$ cat src/rtl/seg_scan_pkg.sv
// Shared types and constants for the seg_scan display driver.
package seg_scan_pkg;

    typedef enum logic {
        ST_SHOW = 1'b0,
        ST_GAP  = 1'b1
    } state_e;

    localparam logic [6:0] SEG_BLANK = 7'h00;

    // Segment patterns {g,f,e,d,c,b,a} indexed by BCD value; 10..15 blank.
    localparam logic [15:0][6:0] SEG_LUT = {
        {6{SEG_BLANK}},
        7'h6F, 7'h7F, 7'h07, 7'h7D, 7'h6D,
        7'h66, 7'h4F, 7'h5B, 7'h06, 7'h3F
    };

endpackage

$ cat src/rtl/seg_scan_if.sv
// Digit-value load port and display-bank outputs of seg_scan.
interface seg_scan_if #(
    parameter int DIGITS = 4
);
    logic [4*DIGITS-1:0] Bcd;
    logic [DIGITS-1:0]   Dp;
    logic                Load;
    logic [7:0]          Seg;
    logic [DIGITS-1:0]   Dig;
    logic                Frame;

    modport master (output Bcd, Dp, Load, input Seg, Dig, Frame);
    modport slave  (input Bcd, Dp, Load, output Seg, Dig, Frame);
endinterface

$ cat src/rtl/seg_scan_bcd_to_seg7.sv
// Combinational BCD to 7-segment decode (a..g), values above 9 blank.
module bcd_to_seg7
    import seg_scan_pkg::*;
(
    input  logic [3:0] bcd_i,
    output logic [6:0] seg_o
);

    assign seg_o = SEG_LUT[bcd_i];

endmodule

$ cat src/rtl/seg_scan.sv
// Time-multiplexed 7-segment scanner with frame-synchronous buffer promotion.
// Optional leading-zero blanking when SEG_SCAN_LZB_EN is defined.
//
//   state   | meaning
//   --------+---------------------------------------------
//   ST_SHOW | digit idx enabled, prescaler counting
//   ST_GAP  | all digits off, gap counter counting
module seg_scan
    import seg_scan_pkg::*;
#(
    parameter int DIGITS  = 4,
    parameter int DIV_MAX = 49999,
    parameter int GAP_CYC = 2
) (
    input  logic     CP,
    input  logic     MRN,
    seg_scan_if.slave bus
);

    localparam int IW = $clog2(DIGITS);
    localparam int PW = (DIV_MAX > 0) ? $clog2(DIV_MAX + 1) : 1;
    localparam int GW = (GAP_CYC > 1) ? $clog2(GAP_CYC) : 1;

    localparam logic [IW-1:0] IDX_LAST   = IW'(DIGITS - 1);
    localparam logic [PW-1:0] PRESC_LAST = PW'(DIV_MAX);
    localparam logic [GW-1:0] GAP_LAST   = GW'(GAP_CYC - 1);

    state_e              state_q, state_d;
    logic [IW-1:0]       idx_q, idx_d;
    logic [PW-1:0]       presc_q, presc_d;
    logic [GW-1:0]       gap_q, gap_d;
    logic                boundary;

    logic [4*DIGITS-1:0] pend_bcd_q, pend_bcd_d;
    logic [DIGITS-1:0]   pend_dp_q, pend_dp_d;
    logic                pend_vld_q, pend_vld_d;
    logic [4*DIGITS-1:0] act_bcd_q, act_bcd_d;
    logic [DIGITS-1:0]   act_dp_q, act_dp_d;

    logic [7:0]          seg_q, seg_d;
    logic [DIGITS-1:0]   dig_q, dig_d;
    logic                frame_q, frame_d;

    logic [3:0]          cur_bcd;
    logic                cur_dp;
    logic [6:0]          cur_seg;
    logic                blank;

    always_comb begin
        state_d  = state_q;
        idx_d    = idx_q;
        presc_d  = presc_q;
        gap_d    = gap_q;
        boundary = 1'b0;
        case (state_q)
            ST_SHOW: begin
                if (presc_q == PRESC_LAST) begin
                    state_d = ST_GAP;
                    presc_d = '0;
                    gap_d   = '0;
                end else begin
                    presc_d = presc_q + 1'b1;
                end
            end
            ST_GAP: begin
                if (gap_q == GAP_LAST) begin
                    state_d = ST_SHOW;
                    gap_d   = '0;
                    presc_d = '0;
                    if (idx_q == IDX_LAST) begin
                        idx_d    = '0;
                        boundary = 1'b1;
                    end else begin
                        idx_d = idx_q + 1'b1;
                    end
                end else begin
                    gap_d = gap_q + 1'b1;
                end
            end
            default: state_d = ST_SHOW;
        endcase
    end

    // Frame is registered from next-state so it is high during the boundary cycle itself.
    assign frame_d = (state_d == ST_GAP) && (gap_d == GAP_LAST) && (idx_d == IDX_LAST);

    always_comb begin
        pend_bcd_d = pend_bcd_q;
        pend_dp_d  = pend_dp_q;
        pend_vld_d = pend_vld_q;
        act_bcd_d  = act_bcd_q;
        act_dp_d   = act_dp_q;
        if (boundary) begin
            pend_vld_d = 1'b0;
            if (bus.Load) begin
                act_bcd_d = bus.Bcd;
                act_dp_d  = bus.Dp;
            end else if (pend_vld_q) begin
                act_bcd_d = pend_bcd_q;
                act_dp_d  = pend_dp_q;
            end
        end else if (bus.Load) begin
            pend_bcd_d = bus.Bcd;
            pend_dp_d  = bus.Dp;
            pend_vld_d = 1'b1;
        end
    end

    assign cur_bcd = act_bcd_q[4*idx_q +: 4];
    assign cur_dp  = act_dp_q[idx_q];

    bcd_to_seg7 u_dec (
        .bcd_i (cur_bcd),
        .seg_o (cur_seg)
    );

`ifdef SEG_SCAN_LZB_EN
    logic [DIGITS-1:0] lz;
    logic              zero_above;

    // lz[i]: digit i and every more significant digit are zero.
    always_comb begin
        lz         = '0;
        zero_above = 1'b1;
        for (int i = DIGITS - 1; i >= 0; i--) begin
            zero_above = zero_above && (act_bcd_q[4*i +: 4] == 4'd0);
            lz[i]      = zero_above;
        end
        lz[0] = 1'b0;
    end

    assign blank = lz[idx_q];
`else
    assign blank = 1'b0;
`endif

    always_comb begin
        seg_d = 8'h00;
        dig_d = '1;
        if (state_q == ST_SHOW) begin
            seg_d        = {cur_dp, (blank ? SEG_BLANK : cur_seg)};
            dig_d[idx_q] = 1'b0;
        end
    end

    always_ff @(posedge CP or negedge MRN) begin
        if (!MRN) begin
            state_q    <= ST_SHOW;
            idx_q      <= '0;
            presc_q    <= '0;
            gap_q      <= '0;
            pend_bcd_q <= '0;
            pend_dp_q  <= '0;
            pend_vld_q <= 1'b0;
            act_bcd_q  <= '0;
            act_dp_q   <= '0;
            seg_q      <= 8'h00;
            dig_q      <= '1;
            frame_q    <= 1'b0;
        end else begin
            state_q    <= state_d;
            idx_q      <= idx_d;
            presc_q    <= presc_d;
            gap_q      <= gap_d;
            pend_bcd_q <= pend_bcd_d;
            pend_dp_q  <= pend_dp_d;
            pend_vld_q <= pend_vld_d;
            act_bcd_q  <= act_bcd_d;
            act_dp_q   <= act_dp_d;
            seg_q      <= seg_d;
            dig_q      <= dig_d;
            frame_q    <= frame_d;
        end
    end

    assign bus.Seg   = seg_q;
    assign bus.Dig   = dig_q;
    assign bus.Frame = frame_q;

endmodule
$ cat src/flat_wrapper.sv
// flat-port wrapper written by rule: the top's interface ports become plain ports
module seg_scan_flat import seg_scan_pkg::*;
#(
    parameter int DIGITS  = 4,
    parameter int DIV_MAX = 49999,
    parameter int GAP_CYC = 2
)
  (CP, MRN, bus_Bcd, bus_Dp, bus_Load, bus_Seg, bus_Dig, bus_Frame);
  seg_scan_if #(.DIGITS(DIGITS)) bus_i ();
  input  logic CP;
  input  logic MRN;
  input wire logic [$bits(bus_i.Bcd)-1:0] bus_Bcd;
  input wire logic [$bits(bus_i.Dp)-1:0] bus_Dp;
  input wire logic [$bits(bus_i.Load)-1:0] bus_Load;
  output wire logic [$bits(bus_i.Seg)-1:0] bus_Seg;
  output wire logic [$bits(bus_i.Dig)-1:0] bus_Dig;
  output wire logic [$bits(bus_i.Frame)-1:0] bus_Frame;
  assign bus_i.Bcd = bus_Bcd;
  assign bus_i.Dp = bus_Dp;
  assign bus_i.Load = bus_Load;
  assign bus_Seg = bus_i.Seg;
  assign bus_Dig = bus_i.Dig;
  assign bus_Frame = bus_i.Frame;
  seg_scan #(.DIGITS(DIGITS), .DIV_MAX(DIV_MAX), .GAP_CYC(GAP_CYC)) u_core (.CP(CP), .MRN(MRN), .bus(bus_i));
endmodule
$ cat config.mk
export PLATFORM = sky130hd
export DESIGN_NAME = seg_scan_flat
export DESIGN_NICKNAME = d
export VERILOG_FILES = /design/src/rtl/seg_scan_pkg.sv /design/src/rtl/seg_scan_if.sv /design/src/rtl/seg_scan_bcd_to_seg7.sv /design/src/rtl/seg_scan.sv /design/src/flat_wrapper.sv
export SDC_FILE = /design/constraint.sdc
export NUM_CORES = 1
export LEC_CHECK = 0
export CORE_UTILIZATION = 51
export CTS_CLUSTER_DIAMETER = 100
export DETAILED_ROUTE_END_ITERATION = 16
export GPL_TIMING_DRIVEN = 0
export PLACE_DENSITY = 0.73
export SKIP_CTS_REPAIR_TIMING = 1
export SYNTH_ARGS = -nofsm -noshare
export SYNTH_HDL_FRONTEND = slang
export SYNTH_HIERARCHICAL = 1
export SYNTH_SLANG_ARGS = --single-unit
export TNS_END_PERCENT = 1
$ cat constraint.sdc
create_clock -name CP -period 2 [get_ports CP]
set_input_delay 0.3 -clock CP [delete_from_list [all_inputs] [get_ports CP]]
set_output_delay 0.3 -clock CP [all_outputs]
set_load 0.05 [all_outputs]
==> results.sh, run 1 <==
export IMPL_fin_crit_ns=1.94
export IMPL_max_clock_freq_ghz=0.515
export IMPL_syn_num_nets=356
export IMPL_synth_distinct_cells=49
export IMPL_leakage_uw=0.00195
export IMPL_most_common_layout_cells="dfrtp_1, clkdlybuf4s50_1, nand2_1"
export IMPL_cts_buffer_depth=2
export IMPL_drc_errors=0
export IMPL_worst_setup_slack_for_register_to_register_paths_ns=0.06
export IMPL_timing_hold_ws_ns=0.461
export IMPL_htreeDepth=3
export IMPL_seqPwrFrac_pct=48.1
export IMPL_rows=30
export IMPL_power_switching_uw=766
export IMPL_switching_share_pct=23.1
export IMPL_cts_buffers=9
export IMPL_floorplan_die_area_mm2=0.00759
export IMPL_grt_max_degree=39
export IMPL_number_of_antenna_violations_at_the_first_check_in_global_routing=0
export IMPL_area_growth_synth_to_finish_pct=21.5
export IMPL_vert_die_dim_um=87.1
export IMPL_tritoncts="yes"
export IMPL_most_frequent_standard_cell_in_the_layout_excluding_fill_and_tap_cells="dfrtp_1"
export IMPL_drc_marker_count_from_the_first_detailed_route_iteration=131
export IMPL_grt_overflow_total=0
export IMPL_initial_utilization_pct=53.5
export IMPL_viasPerCell=5.57
export IMPL_cp_end_kind="primary output"
export IMPL_finished_layout_cell_area_mm2=0.00449
export IMPL_final_setup_worst_slack_ns=0.0576
export IMPL_critPathTopFamily="buffers and inverters"
export IMPL_drt_wirelength_per_cell_um=15.6
export IMPL_dieWidth_um=87.1
export IMPL_clk_pin_slew_worst_paths_ns=0.07
export IMPL_final_net_count=409
export IMPL_pin_slew_with_the_least_headroom_to_its_limit_ns=0.510
export IMPL_buffers_on_ports=34
export IMPL_timing_critical_path_arrival_ns=1.64
export IMPL_synth_edf_count=0
export IMPL_vias=2653
export IMPL_globalRouteTotalUtil_pct=21.6
export IMPL_number_of_standard_cells_after_synthesis=322
export IMPL_postPlaceCellArea_mm2=0.00417
export IMPL_power_combinational_fraction_pct=9.5
export IMPL_crit_path_max_incr_delay_ns=0.79
export IMPL_critical_path_class="reg2out"
export IMPL_wire_length_of_the_first_global_routing_pass_um=12500
export IMPL_slew_viol_final=0
export IMPL_antenna_cells_inserted=0
export IMPL_ios=36
export IMPL_setup_worst_path_start_class="flop"
export IMPL_r2r_end="u_core/bus.Seg[0]"
export IMPL_worstRegToRegCells=8
export IMPL_peakVddDrop_uv=484
export IMPL_syn_cell_area_mm2=0.00369
export IMPL_layout_core_utilization_pct=65.0
export IMPL_timing_final_crit_share_pct=97.1
export IMPL_finalSetupViolations=0
export IMPL_numClockSinks=74
export IMPL_finalSetupTns_ns=0
export IMPL_place_gp_congestion=0.849
export IMPL_setup_slack_at_placement_ns=-0.115
export IMPL_ant_nets=0
export IMPL_timing_critical_path_from="u_core/bus.Dig[2]"
export IMPL_worstReg2RegStart="u_core/idx_q[0]"
export IMPL_clkLatencyLatePin_ns=0.34
export IMPL_cellPowerDensity_mw_per_mm2=738
export IMPL_synth_seq_cells=74
export IMPL_internal_power_uw=2550
export IMPL_coreArea_mm2=0.00691
export IMPL_critPathBufInv=1
export IMPL_finalClockSkew_ns=0.00921
export IMPL_hold_violations=0
export IMPL_yosys_most_used_dff="dfrtp_1"
export IMPL_power_share_clock_pct=42.4
export IMPL_max_slew_margin_pct=65.9
export IMPL_grt_pass1_vias=2660
export IMPL_drt_pass1_iter_count=5
export IMPL_outcome="completed"
export IMPL_crit_slowest_cell="clkdlybuf4s50_1"
export IMPL_class_of_the_worst_hold_path="in2async"
export IMPL_critPathRequiredTime_ns=1.70
export IMPL_crit_fanout=1
export IMPL_synthArstFlopShare_pct=100
export IMPL_cap_viol_max_count=0
export IMPL_unrepaired_setup_endpoints_after_global_routing="yes"
export IMPL_post_synth_cell_area_avg_um2=11.5
export IMPL_crit_cells=1
export IMPL_clk_root_buffer_cell="clkbuf_8"
export IMPL_portion_of_the_post_synthesis_area_used_by_sequential_elements_pct=50.3
export IMPL_post_route_cells_drive_above_1_share_pct=21.6
export IMPL_wirelength_um=7450
export IMPL_worstSetupEndpoint="bus_Dig[2]"
export IMPL_cp_cell_sequence="clkdlybuf4s50_1"
export IMPL_place_hpwl_um=4960
export IMPL_yosysWarnings=6
## power groups by stage
stage	logic (uW)	registers, uW	clock network [uW]
floorplan	138	1660	0
global route	347	1600	1500
detailed placement	311	1620	0
finish	315	1590	1400
global placement	300	1620	0
CTS	314	1590	1430
## final cells by class
type                       count  area (um^2)
clock inverter                 7          116
sequential                    74         1860
tap                           96          120
clock buffer                   9          124
buffer                        21          124
fill                         554         2420
inverter                      10         40.0
timing repair buffer          42          415
multi-input combinational    217         1690
## logic make-up after synthesis
group,after synthesis,synth area share (%)
compound gates,62,11.4
xor+xnor,2,0.474
fa+ha+maj,11,3.72
buf+inv,31,4.20
flops,74,50.3
mux,48,15.4
simple gates,94,14.5
## cell usage after synthesis (all sizes together) (2+ instances only)
cell type,number,area (um^2)
nor3,11,55.1
o22ai,6,37.5
xnor2,2,17.5
a22o,6,52.6
o21a,3,22.5
nor4bb,3,30.0
mux4,5,113
nand3,5,37.5
a21o,6,47.6
nor4,9,68.8
nand2b,7,51.3
mux2i,21,210
and3,2,13.8
ha,11,138
o31ai,9,67.6
mux2,22,248
nor2,9,33.8
nor2b,9,56.3
o21ai,23,115
dfstp,4,105
a21oi,2,10.0
inv,10,37.5
buf,12,83.8
dfrtp,70,1750
nor4b,2,17.5
nand2,30,113
nand4,3,25.0
clkbuf,9,33.8
## metrics by stage
step,instances,power [uW]
finish,476,3310
global route,476,3450
CTS,469,3340
detailed placement,453,1930
global placement,452,1920
floorplan,322,1800
## worst min-delay path by stage
stage                                to
detailed placement    u_core/bus.Seg[0]
global route         u_core/act_dp_q[2]
floorplan           u_core/act_bcd_q[0]
CTS                  u_core/presc_q[14]
finish                u_core/bus.Seg[0]
global placement    u_core/act_bcd_q[7]
## routing by layer
metal	global-route usage, %	up-vias	part of all wire [%]
met5	0	-	0
met4	6.86	0	0.90
met3	4.55	6	4.2
met2	36.1	66	50
met1	28.3	1313	45
li1	-	1268	-
## sequential cells by signal, indices dropped and copies added, names as in the netlist
register,cells
u_core/act_dp_q,4
u_core/presc_q,16
u_core/act_bcd_q,16
u_core/bus.Seg,8
u_core/bus.Dig,4
u_core/pend_dp_q,4
u_core/pend_bcd_q,16
u_core/idx_q,2
u_core/state_q,1
u_core/gap_q,1
u_core/pend_vld_q,1
u_core/bus.Frame,1
(Power assumes the default switching activity.)
==> inputs of run 2 (changes only) <==
--- a/config.mk
+++ b/config.mk
@@ -5,7 +5,9 @@
 export SDC_FILE = /design/constraint.sdc
 export NUM_CORES = 1
 export LEC_CHECK = 0
-export CORE_UTILIZATION = 51
+export CELL_PAD_IN_SITES_DETAIL_PLACEMENT = 1
+export CELL_PAD_IN_SITES_GLOBAL_PLACEMENT = 2
+export CORE_UTILIZATION = 34
 export CTS_CLUSTER_DIAMETER = 100
 export DETAILED_ROUTE_END_ITERATION = 16
 export GPL_TIMING_DRIVEN = 0
==> results.sh, run 2 (same netlist as run 1, synthesis figures left out) <==
export IMPL_critPathRequiredTime_ns=2.23
export IMPL_drt_pass1_iter_count=4
export IMPL_worstReg2RegStart="u_core/idx_q[0]"
export IMPL_pin_slew_with_the_least_headroom_to_its_limit_ns=0.639
export IMPL_floorplan_die_area_mm2=0.0113
export IMPL_finalClockSkew_ns=0.00643
export IMPL_area_growth_synth_to_finish_pct=23.2
export IMPL_grt_max_degree=41
export IMPL_outcome="completed"
export IMPL_layout_core_utilization_pct=43.7
export IMPL_post_layout_nonfiller_instances=518
export IMPL_initial_utilization_pct=35.5
export IMPL_place_hpwl_um=5750
export IMPL_drc_marker_count_from_the_first_detailed_route_iteration=47
export IMPL_final_net_count=411
export IMPL_coreArea_mm2=0.0104
export IMPL_cp_end_kind="flop"
export IMPL_antenna_cells_inserted=0
export IMPL_globalRouteTotalUtil_pct=16.6
export IMPL_hold_startpoint="bus_Load"
export IMPL_drc_errors=0
export IMPL_rows=37
export IMPL_timing_final_crit_share_pct=99.3
export IMPL_timing_critical_path_arrival_ns=2.22
export IMPL_layout_top_registers="u_core/act_bcd_q x16, u_core/pend_bcd_q x16, u_core/presc_q x16"
export IMPL_most_frequent_standard_cell_in_the_layout_excluding_fill_and_tap_cells="dfrtp_1"
export IMPL_cellPowerDensity_mw_per_mm2=731
export IMPL_setup_worst_path_start_class="flop"
export IMPL_post_route_cells_drive_above_1_share_pct=21.2
export IMPL_htreeDepth=3
export IMPL_post_place_cells=493
export IMPL_ant_nets=0
export IMPL_vert_die_dim_um=106
export IMPL_grt_overflow_total=0
export IMPL_class_of_the_worst_hold_path="in2reg"
export IMPL_number_of_antenna_violations_at_the_first_check_in_global_routing=0
export IMPL_max_clock_freq_ghz=0.503
export IMPL_leakage_uw=0.00198
export IMPL_wire_length_of_the_first_global_routing_pass_um=14300
export IMPL_hold_violations=0
export IMPL_worst_setup_slack_for_register_to_register_paths_ns=0.01
export IMPL_crit_fanout=8
export IMPL_finalSetupViolations=0
export IMPL_grt_pass1_vias=2803
export IMPL_clk_pin_slew_worst_paths_ns=0.08
export IMPL_cts_buffer_depth=2
export IMPL_clk_root_buffer_cell="clkbuf_8"
export IMPL_dieWidth_um=106
export IMPL_tritoncts="yes"
export IMPL_vias=2654
export IMPL_timing_critical_path_from="u_core/idx_q[0]"
export IMPL_critical_path_class="reg2reg"
export IMPL_ios=36
export IMPL_drt_wirelength_per_cell_um=16.3
export IMPL_max_slew_margin_pct=57.4
export IMPL_cts_buffers=9
export IMPL_peakVddDrop_uv=299
export IMPL_wirelength_um=8440
export IMPL_clkLatencyLatePin_ns=0.35
export IMPL_cap_viol_max_count=0
export IMPL_unrepaired_setup_endpoints_after_global_routing="yes"
export IMPL_fin_crit_ns=1.99
export IMPL_viasPerCell=5.12
export IMPL_slew_viol_final=0
export IMPL_most_common_layout_cells="dfrtp_1, nand2_1, clkdlybuf4s50_1"
export IMPL_buffers_on_ports=34
export IMPL_place_gp_congestion=0.774
export IMPL_numClockSinks=74
## run 2: final cells by class
| type | count | area [um^2] |
|---|---|---|
| Buffer | 21 | 124 |
| Clock buffer | 11 | 131 |
| Clock inverter | 5 | 103 |
| Fill cell | 1167 | 5860 |
| Inverter | 10 | 40.0 |
| Multi-Input combinational cell | 217 | 1690 |
| Sequential cell | 74 | 1860 |
| Tap cell | 136 | 170 |
| Timing Repair Buffer | 44 | 438 |
## run 2: layer usage
metal	track usage (%)	wire length [um]	up-vias	share of wire, %
met5	0	0	-	0
met4	8.04	129	0	1.5
met3	2.58	183	11	2.2
met2	26.5	3960	34	47
met1	22.1	4170	1335	49
li1	-	-	1274	-
## run 2: path summary, 6_finish.rpt
path	end	cells after the start
max in group asynchronous	u_core/pend_dp_q[3]	3
min in group asynchronous	u_core/bus.Frame	2
worst max-delay path	u_core/bus.Seg[4]	8
worst max register to register	u_core/bus.Seg[4]	8
worst min-delay path	u_core/act_dp_q[2]	3
worst min register to register	u_core/act_bcd_q[1]	2
## run 2: report_power, final
| group | internal, uW | switching [uW] | total [uW] |
|---|---|---|---|
| clock | 828 | 588 | 1420 |
| sequential | 1560 | 30.7 | 1590 |
| combinational | 157 | 162 | 320 |
## run 2: per-stage QoR
| stage | hold slack (ns) | setup TNS [ns] | total power [uW] | worst slack [ns] | area, um^2 |
|---|---|---|---|---|---|
| after global routing | 0.432 | -0.313 | 3460 | -0.0794 | 4550 |
| after detailed placement | 0.301 | -0.419 | 1940 | -0.176 | 4220 |
| after global placement | 0.460 | -154.30 | 1930 | -2.13 | 4210 |
| final | 0.402 | 0 | 3330 | 0.0131 | 4550 |
| after CTS | -0.0907 | -0.670 | 3370 | -0.223 | 4460 |
| after floorplan | 0.00441 | 0 | 1800 | 0.0827 | 3690 |
## run 2: critical path: stages (launching register included)
cell and delay (ns):
dfrtp_1 0.38, buf_6 0.16, mux4_2 0.61, buf_4 0.18, buf_4 0.12, ha_1 0.16, inv_1 0.05, o22ai_1 0.07
nor2b_1 0.13
==> inputs of run 3 (changes only) <==
--- a/config.mk
+++ b/config.mk
@@ -11,7 +11,8 @@
 export CTS_CLUSTER_DIAMETER = 100
 export DETAILED_ROUTE_END_ITERATION = 16
 export GPL_TIMING_DRIVEN = 0
-export PLACE_DENSITY = 0.73
+export PLACE_DENSITY = 0.8
+export REMOVE_ABC_BUFFERS = 1
 export SKIP_CTS_REPAIR_TIMING = 1
 export SYNTH_ARGS = -nofsm -noshare
 export SYNTH_HDL_FRONTEND = slang
==> results.sh, run 3 (same netlist as run 1, synthesis figures left out) <==
export IMPL_outcome="completed"
export IMPL_clk_pin_slew_worst_paths_ns=0.08
export IMPL_num_fill_cells=1154
export IMPL_r2r_end="u_core/bus.Seg[0]"
export IMPL_rows=37
export IMPL_hold_violations=0
export IMPL_vias=2542
export IMPL_leakage_uw=0.00192
export IMPL_max_slew_margin_pct=45.8
export IMPL_cap_viol_max_count=0
export IMPL_critPathRequiredTime_ns=2.22
export IMPL_layout_top_registers="u_core/act_bcd_q x16, u_core/pend_bcd_q x16, u_core/presc_q x16"
export IMPL_vert_die_dim_um=106
export IMPL_drt_wirelength_per_cell_um=15.5
export IMPL_clk_root_buffer_cell="clkbuf_8"
export IMPL_place_gp_congestion=0.730
export IMPL_grt_overflow_total=0
export IMPL_buffers_on_ports=35
export IMPL_dieWidth_um=106
export IMPL_antenna_cells_inserted=0
export IMPL_timing_final_crit_share_pct=98.4
export IMPL_numClockSinks=74
export IMPL_drt_pass1_iter_count=4
export IMPL_cts_buffer_depth=2
export IMPL_area_growth_synth_to_finish_pct=21.2
export IMPL_crit_fanout=9
export IMPL_post_layout_nonfiller_instances=501
export IMPL_peakVddDrop_uv=325
export IMPL_htreeDepth=3
export IMPL_wire_length_of_the_first_global_routing_pass_um=13300
export IMPL_cts_buffers=9
export IMPL_number_of_antenna_violations_at_the_first_check_in_global_routing=0
export IMPL_globalRouteTotalUtil_pct=15.0
export IMPL_layout_core_utilization_pct=43.0
export IMPL_floorplan_die_area_mm2=0.0113
export IMPL_drc_errors=0
export IMPL_viasPerCell=5.07
export IMPL_cellPowerDensity_mw_per_mm2=683
export IMPL_ios=36
export IMPL_tritoncts="yes"
export IMPL_worstSetupEndpoint="u_core/bus.Seg[0]"
export IMPL_finalClockSkew_ns=0.00920
export IMPL_drc_marker_count_from_the_first_detailed_route_iteration=51
export IMPL_place_hpwl_um=5120
export IMPL_fin_crit_ns=1.97
export IMPL_timing_critical_path_arrival_ns=2.19
export IMPL_post_place_cells=474
export IMPL_worst_setup_slack_for_register_to_register_paths_ns=0.03
export IMPL_slew_viol_final=0
export IMPL_finalSetupViolations=0
export IMPL_pin_slew_with_the_least_headroom_to_its_limit_ns=0.813
export IMPL_grt_pass1_vias=2700
export IMPL_ant_nets=0
export IMPL_most_frequent_standard_cell_in_the_layout_excluding_fill_and_tap_cells="dfrtp_1"
export IMPL_final_net_count=394
export IMPL_class_of_the_worst_hold_path="in2async"
export IMPL_wirelength_um=7770
export IMPL_most_common_layout_cells="dfrtp_1, clkdlybuf4s50_1, nand2_1"
export IMPL_max_clock_freq_ghz=0.508
export IMPL_unrepaired_setup_endpoints_after_global_routing="yes"
export IMPL_worstReg2RegStart="u_core/idx_q[0]"
export IMPL_coreArea_mm2=0.0104
export IMPL_timing_critical_path_from="u_core/idx_q[0]"
export IMPL_post_route_cells_drive_above_1_share_pct=22.7
export IMPL_clkLatencyLatePin_ns=0.34
export IMPL_worstRegToRegCells=7
export IMPL_grt_max_degree=52
export IMPL_setup_worst_path_start_class="flop"
export IMPL_critical_path_class="reg2reg"
export IMPL_initial_utilization_pct=35.5
export IMPL_cp_end_kind="flop"
export IMPL_finalSetupTns_ns=0
## run 3: cell type report
class                           instances  area [um^2]  area share, %
Tap cell                              136          170           3.80
Timing Repair Buffer                   48          498           11.1
Sequential cell                        74         1860           41.6
Clock inverter                          7         68.8           1.54
Multi-Input combinational cell        217         1720           38.3
Inverter                               10         40.0          0.894
Clock buffer                            9          124           2.77
## run 3: metal layers
metal | vias to the layer above | wire (um) | GRT usage, %
li1 | 1237 | - | -
met2 | 32 | 3740 | 24.0
met4 | 0 | 110 | 5.36
met3 | 8 | 204 | 2.88
met5 | - | 0 | 0
met1 | 1265 | 3710 | 20.1
## run 3: critical path, cell delays in order (launching register included)
cell and delay (ns):
dfrtp_2 0.48, mux4_2 0.66, inv_4 0.12, ha_1 0.16, nor2_2 0.05, a21oi_2 0.12
o22ai_1 0.09, nor2b_2 0.16
## run 3: stage by stage
step                setup WS (ns)  instance area [um^2]  total power [uW]  hold slack (ns)
CTS                         -1.01                  4330              3110           -0.143
global placement            -2.15                  4100              1920            0.460
global route              -0.0629                  4480              3210            0.454
detailed placement          -1.39                  4140              1940            0.238
finish                     0.0325                  4480              3060            0.413
floorplan                  -0.202                  3580              1780          0.00441
## run 3: worst min path at each step
stage                      endpoint  slack (ns)  cells after the start
6_report          u_core/bus.Seg[4]        0.41                      2
5_1_grt        u_core/act_bcd_q[12]        0.45                      2
4_1_cts           u_core/bus.Seg[4]       -0.14                      1
3_5_place_dp      u_core/bus.Seg[4]        0.24                      1
3_3_place_gp   u_core/act_bcd_q[11]        0.46                      2
2_1_floorplan   u_core/act_bcd_q[0]       0.004                      0
## run 3: power by group
part | switching, uW | total [uW] | internal, uW
sequential | 29.2 | 1590 | 1560
clock | 581 | 1160 | 574
combinational | 161 | 312 | 152
